**src/rtl/id_hazard.sv**
```systemverilog
// RV32I instruction-decode stage with register file, ID/EX pipeline register and
// load-use / taken-branch hazard control. Optional macro: ID_WB_BYPASS_EN (WB->ID read bypass).
module id_hazard (
  input  logic        clk,
  input  logic        rst,
  input  logic [31:0] Instruc_IFID,
  input  logic [31:0] PC_IFID,
  input  logic        RegWrite_WB,
  input  logic [4:0]  Rd_WB,
  input  logic [31:0] Result_WB,
  input  logic        PCSrc_EX,
  output logic        PCWrite,
  output logic        Write_IFID,
  output logic        flush_IF,
  output logic [31:0] RD1_IDEX,
  output logic [31:0] RD2_IDEX,
  output logic [31:0] Imm_IDEX,
  output logic [31:0] PC_IDEX,
  output logic [4:0]  Rs1_IDEX,
  output logic [4:0]  Rs2_IDEX,
  output logic [4:0]  Rd_IDEX,
  output logic [2:0]  Funct3_IDEX,
  output logic [3:0]  ALUCtrl_IDEX,
  output logic [1:0]  ResultSrc_IDEX,
  output logic        RegWrite_IDEX,
  output logic        MemRead_IDEX,
  output logic        MemWrite_IDEX,
  output logic        Branch_IDEX,
  output logic        Jump_IDEX,
  output logic        ALUSrcB_IDEX,
  output logic        ALUSrcA_PC_IDEX
);

  localparam logic [6:0] OP_R     = 7'b0110011;
  localparam logic [6:0] OP_I     = 7'b0010011;
  localparam logic [6:0] OP_LOAD  = 7'b0000011;
  localparam logic [6:0] OP_STORE = 7'b0100011;
  localparam logic [6:0] OP_BR    = 7'b1100011;
  localparam logic [6:0] OP_JAL   = 7'b1101111;
  localparam logic [6:0] OP_JALR  = 7'b1100111;
  localparam logic [6:0] OP_LUI   = 7'b0110111;
  localparam logic [6:0] OP_AUIPC = 7'b0010111;

  localparam logic [3:0] ALU_ADD  = 4'd0;
  localparam logic [3:0] ALU_SUB  = 4'd1;
  localparam logic [3:0] ALU_SLL  = 4'd2;
  localparam logic [3:0] ALU_SLT  = 4'd3;
  localparam logic [3:0] ALU_SLTU = 4'd4;
  localparam logic [3:0] ALU_XOR  = 4'd5;
  localparam logic [3:0] ALU_SRL  = 4'd6;
  localparam logic [3:0] ALU_SRA  = 4'd7;
  localparam logic [3:0] ALU_OR   = 4'd8;
  localparam logic [3:0] ALU_AND  = 4'd9;
  localparam logic [3:0] ALU_PASS = 4'd10;

  function automatic logic [3:0] alu_op(input logic [2:0] f3, input logic alt);
    logic [3:0] op;
    case (f3)
      3'b000:  op = alt ? ALU_SUB : ALU_ADD;
      3'b001:  op = ALU_SLL;
      3'b010:  op = ALU_SLT;
      3'b011:  op = ALU_SLTU;
      3'b100:  op = ALU_XOR;
      3'b101:  op = alt ? ALU_SRA : ALU_SRL;
      3'b110:  op = ALU_OR;
      3'b111:  op = ALU_AND;
      default: op = ALU_ADD;
    endcase
    return op;
  endfunction

  logic [31:0] r_regs [32];

  logic [31:0] r_rd1, r_rd2, r_imm, r_pc;
  logic [4:0]  r_rs1, r_rs2, r_rd;
  logic [2:0]  r_f3;
  logic [3:0]  r_aluctrl;
  logic [1:0]  r_resultsrc;
  logic        r_regwrite, r_memread, r_memwrite, r_branch, r_jump, r_alusrcb, r_alusrca_pc;

  logic [6:0]  w_opcode;
  logic [4:0]  w_rs1, w_rs2, w_rd;
  logic [2:0]  w_f3;
  logic [31:0] w_inst, w_imm, w_rd1, w_rd2;
  logic [3:0]  w_aluctrl;
  logic [1:0]  w_resultsrc;
  logic        w_regwrite, w_memread, w_memwrite, w_branch, w_jump, w_alusrcb, w_alusrca_pc;
  logic        w_use_rs1, w_use_rs2, w_hz, w_bubble;

  assign w_inst   = Instruc_IFID;
  assign w_opcode = w_inst[6:0];
  assign w_rd     = w_inst[11:7];
  assign w_f3     = w_inst[14:12];
  assign w_rs1    = w_inst[19:15];
  assign w_rs2    = w_inst[24:20];

  // Instruction decode: control, immediate and operand-use flags
  always_comb begin
    w_imm        = 32'd0;
    w_aluctrl    = ALU_ADD;
    w_resultsrc  = 2'd0;
    w_regwrite   = 1'b0;
    w_memread    = 1'b0;
    w_memwrite   = 1'b0;
    w_branch     = 1'b0;
    w_jump       = 1'b0;
    w_alusrcb    = 1'b0;
    w_alusrca_pc = 1'b0;
    w_use_rs1    = 1'b0;
    w_use_rs2    = 1'b0;
    case (w_opcode)
      OP_R: begin
        w_regwrite = 1'b1;
        w_aluctrl  = alu_op(w_f3, w_inst[30]);
        w_use_rs1  = 1'b1;
        w_use_rs2  = 1'b1;
      end
      OP_I: begin
        w_imm      = {{20{w_inst[31]}}, w_inst[31:20]};
        w_regwrite = 1'b1;
        w_alusrcb  = 1'b1;
        w_aluctrl  = alu_op(w_f3, (w_f3 == 3'b101) && w_inst[30]);
        w_use_rs1  = 1'b1;
      end
      OP_LOAD: begin
        w_imm       = {{20{w_inst[31]}}, w_inst[31:20]};
        w_regwrite  = 1'b1;
        w_memread   = 1'b1;
        w_alusrcb   = 1'b1;
        w_resultsrc = 2'd1;
        w_use_rs1   = 1'b1;
      end
      OP_STORE: begin
        w_imm      = {{20{w_inst[31]}}, w_inst[31:25], w_inst[11:7]};
        w_memwrite = 1'b1;
        w_alusrcb  = 1'b1;
        w_use_rs1  = 1'b1;
        w_use_rs2  = 1'b1;
      end
      OP_BR: begin
        w_imm     = {{19{w_inst[31]}}, w_inst[31], w_inst[7], w_inst[30:25], w_inst[11:8], 1'b0};
        w_branch  = 1'b1;
        w_aluctrl = ALU_SUB;
        w_use_rs1 = 1'b1;
        w_use_rs2 = 1'b1;
      end
      OP_JAL: begin
        w_imm        = {{11{w_inst[31]}}, w_inst[31], w_inst[19:12], w_inst[20], w_inst[30:21], 1'b0};
        w_regwrite   = 1'b1;
        w_jump       = 1'b1;
        w_alusrcb    = 1'b1;
        w_alusrca_pc = 1'b1;
        w_resultsrc  = 2'd2;
      end
      OP_JALR: begin
        w_imm       = {{20{w_inst[31]}}, w_inst[31:20]};
        w_regwrite  = 1'b1;
        w_jump      = 1'b1;
        w_alusrcb   = 1'b1;
        w_resultsrc = 2'd2;
        w_use_rs1   = 1'b1;
      end
      OP_LUI: begin
        w_imm      = {w_inst[31:12], 12'd0};
        w_regwrite = 1'b1;
        w_alusrcb  = 1'b1;
        w_aluctrl  = ALU_PASS;
      end
      OP_AUIPC: begin
        w_imm        = {w_inst[31:12], 12'd0};
        w_regwrite   = 1'b1;
        w_alusrcb    = 1'b1;
        w_alusrca_pc = 1'b1;
      end
      default: begin
        w_imm = 32'd0;
      end
    endcase
  end

  // Register-file read ports; x0 is hard-wired to zero
  always_comb begin
    w_rd1 = 32'd0;
    w_rd2 = 32'd0;
`ifdef ID_WB_BYPASS_EN
    if (w_rs1 == 5'd0) w_rd1 = 32'd0;
    else if (RegWrite_WB && (Rd_WB == w_rs1)) w_rd1 = Result_WB;
    else w_rd1 = r_regs[w_rs1];
    if (w_rs2 == 5'd0) w_rd2 = 32'd0;
    else if (RegWrite_WB && (Rd_WB == w_rs2)) w_rd2 = Result_WB;
    else w_rd2 = r_regs[w_rs2];
`else
    if (w_rs1 == 5'd0) w_rd1 = 32'd0;
    else w_rd1 = r_regs[w_rs1];
    if (w_rs2 == 5'd0) w_rd2 = 32'd0;
    else w_rd2 = r_regs[w_rs2];
`endif
  end

  // Register-file write port and reset clear
  always_ff @(posedge clk) begin
    if (rst) begin
      for (int i = 0; i < 32; i++) r_regs[i] <= 32'd0;
    end else if (RegWrite_WB && (Rd_WB != 5'd0)) begin
      r_regs[Rd_WB] <= Result_WB;
    end
  end

  // A taken branch overrides the load-use stall; reset forces the normal fetch controls
  assign w_hz = !rst && r_memread && (r_rd != 5'd0) &&
                ((w_use_rs1 && (r_rd == w_rs1)) || (w_use_rs2 && (r_rd == w_rs2)));
  assign w_bubble   = PCSrc_EX || w_hz;
  assign PCWrite    = PCSrc_EX || !w_hz;
  assign Write_IFID = PCSrc_EX || !w_hz;
  assign flush_IF   = PCSrc_EX && !rst;

  // ID/EX pipeline register; bubbles zero only the control fields
  always_ff @(posedge clk) begin
    if (rst) begin
      r_rd1 <= 32'd0; r_rd2 <= 32'd0; r_imm <= 32'd0; r_pc <= 32'd0;
      r_rs1 <= 5'd0;  r_rs2 <= 5'd0;  r_rd  <= 5'd0;  r_f3 <= 3'd0;
      r_aluctrl <= 4'd0; r_resultsrc <= 2'd0;
      r_regwrite <= 1'b0; r_memread <= 1'b0; r_memwrite <= 1'b0; r_branch <= 1'b0;
      r_jump <= 1'b0; r_alusrcb <= 1'b0; r_alusrca_pc <= 1'b0;
    end else begin
      r_rd1 <= w_rd1; r_rd2 <= w_rd2; r_imm <= w_imm; r_pc <= PC_IFID;
      r_rs1 <= w_rs1; r_rs2 <= w_rs2; r_rd  <= w_rd;  r_f3 <= w_f3;
      r_aluctrl    <= w_bubble ? 4'd0 : w_aluctrl;
      r_resultsrc  <= w_bubble ? 2'd0 : w_resultsrc;
      r_regwrite   <= w_regwrite   && !w_bubble;
      r_memread    <= w_memread    && !w_bubble;
      r_memwrite   <= w_memwrite   && !w_bubble;
      r_branch     <= w_branch     && !w_bubble;
      r_jump       <= w_jump       && !w_bubble;
      r_alusrcb    <= w_alusrcb    && !w_bubble;
      r_alusrca_pc <= w_alusrca_pc && !w_bubble;
    end
  end

  assign RD1_IDEX        = r_rd1;
  assign RD2_IDEX        = r_rd2;
  assign Imm_IDEX        = r_imm;
  assign PC_IDEX         = r_pc;
  assign Rs1_IDEX        = r_rs1;
  assign Rs2_IDEX        = r_rs2;
  assign Rd_IDEX         = r_rd;
  assign Funct3_IDEX     = r_f3;
  assign ALUCtrl_IDEX    = r_aluctrl;
  assign ResultSrc_IDEX  = r_resultsrc;
  assign RegWrite_IDEX   = r_regwrite;
  assign MemRead_IDEX    = r_memread;
  assign MemWrite_IDEX   = r_memwrite;
  assign Branch_IDEX     = r_branch;
  assign Jump_IDEX       = r_jump;
  assign ALUSrcB_IDEX    = r_alusrcb;
  assign ALUSrcA_PC_IDEX = r_alusrca_pc;

endmodule

```
**config.mk**
```make
export PLATFORM = sky130hd
export DESIGN_NAME = id_hazard
export DESIGN_NICKNAME = d
export VERILOG_FILES = /design/src/rtl/id_hazard.sv
export SDC_FILE = /design/constraint.sdc
export NUM_CORES = 2
export LEC_CHECK = 0
export BUFFER_PORTS_ARGS = -buffer_cell sky130_fd_sc_hd__buf_2
export CAP_MARGIN = 10
export CORE_MARGIN = 5
export CORE_UTILIZATION = 64
export CTS_BUF_LIST = sky130_fd_sc_hd__clkbuf_8
export DETAILED_ROUTE_END_ITERATION = 8
export PLACE_DENSITY = 0.82
export SLEW_MARGIN = 10
export SYNTH_ARGS = -nofsm -noshare
export SYNTH_HDL_FRONTEND = slang
export SYNTH_SLANG_ARGS = --single-unit
```
**constraint.sdc**
```tcl
create_clock -name clk -period 2.4 [get_ports clk]
set_input_delay 0.36 -clock clk [delete_from_list [all_inputs] [get_ports clk]]
set_output_delay 0.36 -clock clk [all_outputs]
set_load 0.02 [all_outputs]
```
==> impl_metrics.yaml <==
run_status:
  outcome: "complete, but fails checks"
  violations: "setup timing"
grt:
  grt_pass1_wl_um: 288000
  gr-total-overflow: 0
  grt_pass1_vias: 41600
  antenna_found_initial: 29
  grt_usage: 0.411
  grt_max_degree: 98
die:
  core_sq_mm: 0.0915
  num_io_pins: 267
  die-area_sq_mm: 0.0982
  chipWidth_um: 313
  initial_utilization: 0.644
  fp.dieH_um: 313
  rows: 111
placed_design:
  place.port_buffers: 266
  gp_congestion: 0.996
  dp_hpwl_um: 137000
  pre_cts_ws_ns: -0.385
timing:
  period_share: 1.19
  timing.slew.headroom: 0.352
  skew_ns: 0.0517
  hold_viol: 0
  setup_viol: 4
  max_freq_mhz: 350
  worst_pin_slew_ns: 0.972
  fin_ws_ns: -0.459
  rsz0062_at_grt: "yes"
  period_needed_ns: 2.86
  slew_violations: 0
routing:
  wl_per_cell_um: 34.6
  drt-total-wl_um: 203000
  vias: 41200
  viasPerCell: 7.00
  dr.pass1.iters: 6
  drt-initial-drc-count: 6548
  antenna_left: 0
  remaining_drc_errors: 0
power:
  combPwrFrac: 0.130
  internal_power_w: 0.0346
  p_clk_frac: 0.356
  seqPwrFrac: 0.513
  netSwitchingPower_w: 0.0126
  peakVddDrop_uv: 542
  p_leak_nw: 25.7
  p_per_area_mw_per_mm2: 690
  report.power.total_w: 0.0472
  sw_frac_of_total: 0.267
yosys:
  synth_edf_count: 1024
  synth_cells: 3990
  yosysTopAreaCellShare: 0.522
  synth_area_leaders: "edfxtp_1 52%, mux4_2 16%, and2_1 11%"
  yosysMostFrequentCell: "edfxtp_1"
  yosysUniqueCellTypes: 62
  synth_top_area_cell: "edfxtp_1"
  synth_area_sq_mm: 0.0589
  async_flop_share: 0
  yosysSeqAreaShare: 0.576
  ys_ff_latch: 1183
  synth_warnings: 0
  ys_top_cells_by_count: "1,024 x edfxtp_1, 1,006 x and2_1, 419 x mux4_2"
  synth.avg_cell_area_sq_um: 14.8
  synth-main-ff-cell: "edfxtp_1"
setup_path:
  cp_data_required_time_ns: 2.04
  end_kind: "primary output"
  r2r_setup_slack_ns: 0.03
  r2r-start: "r_regs[27][2]"
  crit_start: "Rd_IDEX[3]"
  start_kind: "flop"
  crit_arrival_ns: 2.50
  crit_type: "reg2out"
  r2r_end: "RD1_IDEX[2]"
  reg2reg_depth: 4
  path_max_fanout: 3
clock_network:
  numCtsBuffers: 190
  htreeDepth: 4
  clk-insertion-delay-late_ns: 0.89
  clk_pin_slew_ns: 0.06
  clockRootBuffer: "clkbuf_8"
  clockBufferDepth: 3
  cts_tree: "done"
  clkSinkCount: 1183
cells_and_area:
  finish.utilization: 0.748
  fin_nets: 4626
  area_growth_pct: 16.1
  nFillCells: 5411
  multiInputGateArea_sq_mm: 0.0232
  seq_area_sq_mm: 0.0339
  drive_gt1_frac: 0.309
worst_hold_path:
  worstHoldEndpoint: "ResultSrc_IDEX[1]"
  hp-class: "in2reg"
  whs_path_depth: 4
  worstHoldStart: "Instruc_IFID[2]"
job:
  cap_violations: 0
[worst max-delay path by stage]
| stage | endpoint | slack [ns] | cells past startpoint |
|---|---|---|---|
| 6_report | PCWrite | -0.46 | 6 |
| 3_5_place_dp | RD1_IDEX[11] | -0.38 | 7 |
| 5_1_grt | Write_IFID | -0.55 | 7 |
| 3_3_place_gp | RD1_IDEX[11] | -0.39 | 7 |
| 4_1_cts | PCWrite | -0.48 | 7 |
| 2_1_floorplan | Write_IFID | 0.14 | 6 |
[kinds of logic after synthesis]
logic type,share of synthesized area
compound gates,0.0506
other cells,0.0000637
mux,0.202
buf+inv,0.0349
flops,0.576
simple gates,0.136
xor+xnor,0.00149
[what timing repair did]
action	CTS	global route
gates resized for setup	22	4
hold buffers	57	0
buffers inserted	3	3
hold endpoints to repair	75	0
setup endpoints to repair	2	2
pin swaps	4	3
[flip-flops by register name, indices dropped and copies added, names as in the netlist]
signal           flops
PC_IDEX             32
Funct3_IDEX          3
MemRead_IDEX         1
RegWrite_IDEX        1
RD2_IDEX            32
Rs1_IDEX             5
Branch_IDEX          1
MemWrite_IDEX        1
ALUCtrl_IDEX         4
Jump_IDEX            1
r_regs            1024
Imm_IDEX            32
Rd_IDEX              5
ALUSrcA_PC_IDEX      1
ResultSrc_IDEX       2
ALUSrcB_IDEX         1
RD1_IDEX            32
Rs2_IDEX             5
[area by class of cell]
cell class | instances | share of cell area
Sequential cell | 1183 | 0.496
Multi-Input combinational cell | 2424 | 0.340
Timing Repair Buffer | 720 | 0.0882
Clock buffer | 219 | 0.0441
Tap cell | 1186 | 0.0217
Clock inverter | 138 | 0.00988
Antenna cell | 11 | 0.000402
Inverter | 2 | 0.000110
[power groups by stage]
stage / registers, W / clock network (W) / logic, W
6_report: 0.0242 / 0.0168 / 0.00615
5_1_grt: 0.0243 / 0.0179 / 0.00627
4_1_cts: 0.0241 / 0.0168 / 0.00598
3_5_place_dp: 0.0246 / 0 / 0.00586
3_3_place_gp: 0.0244 / 0 / 0.00578
2_1_floorplan: 0.0244 / 0 / 0.00321
[layer usage]
layer | wire length, um | up-vias | global-route usage
li1 | - | 16300 | -
met1 | 63000 | 20200 | 0.497
met2 | 91700 | 3901 | 0.627
met3 | 31000 | 833 | 0.138
met4 | 17600 | 24 | 0.291
met5 | 162 | - | 0
[stage by stage]
| step | cell area (sq um) | hold WS [ns] | instances | setup TNS [ns] |
|---|---|---|---|---|
| floorplan | 59000 | 0.439 | 4021 | 0 |
| global placement | 63900 | 0.569 | 5452 | -4.30 |
| detailed placement | 63900 | 0.572 | 5452 | -5.07 |
| CTS | 68300 | 0.00660 | 5869 | -0.960 |
| global route | 68400 | 0.0794 | 5877 | -1.11 |
| finish | 68400 | 0.0642 | 5883 | -0.973 |
[worst max-delay path: stages, from the launching register on]
cell,delay (ns)
dfxtp_1,0.33
buf_6,0.14
buf_12,0.14
xnor2_4,0.25
o2111ai_2,0.21
a211o_4,0.41
buf_6,0.15
[cell usage in the layout (no fill, tap or decap), types with 12 or more instances in the layout]
master         count
nand2_1           53
conb_1            32
clkinv_2          22
a211oi_1          15
or2_2             33
a221oi_1          35
dfxtp_1          156
buf_4            309
a22oi_1          113
nor2_2            35
o21ai_0           20
nor2b_1           82
nor4_1            12
mux4_2           419
and2_1          1007
o22ai_1           15
a21oi_1           47
mux2i_1          223
clkbuf_8         219
nand3_1           40
a22o_1            59
buf_12            86
dlygate4sd3_1     56
clkinv_1          16
buf_2            258
o21ai_1           20
a31oi_1           32
inv_1             86
edfxtp_1        1024
nor2_1            25
Note: power is estimated with default switching activity, not from simulation.
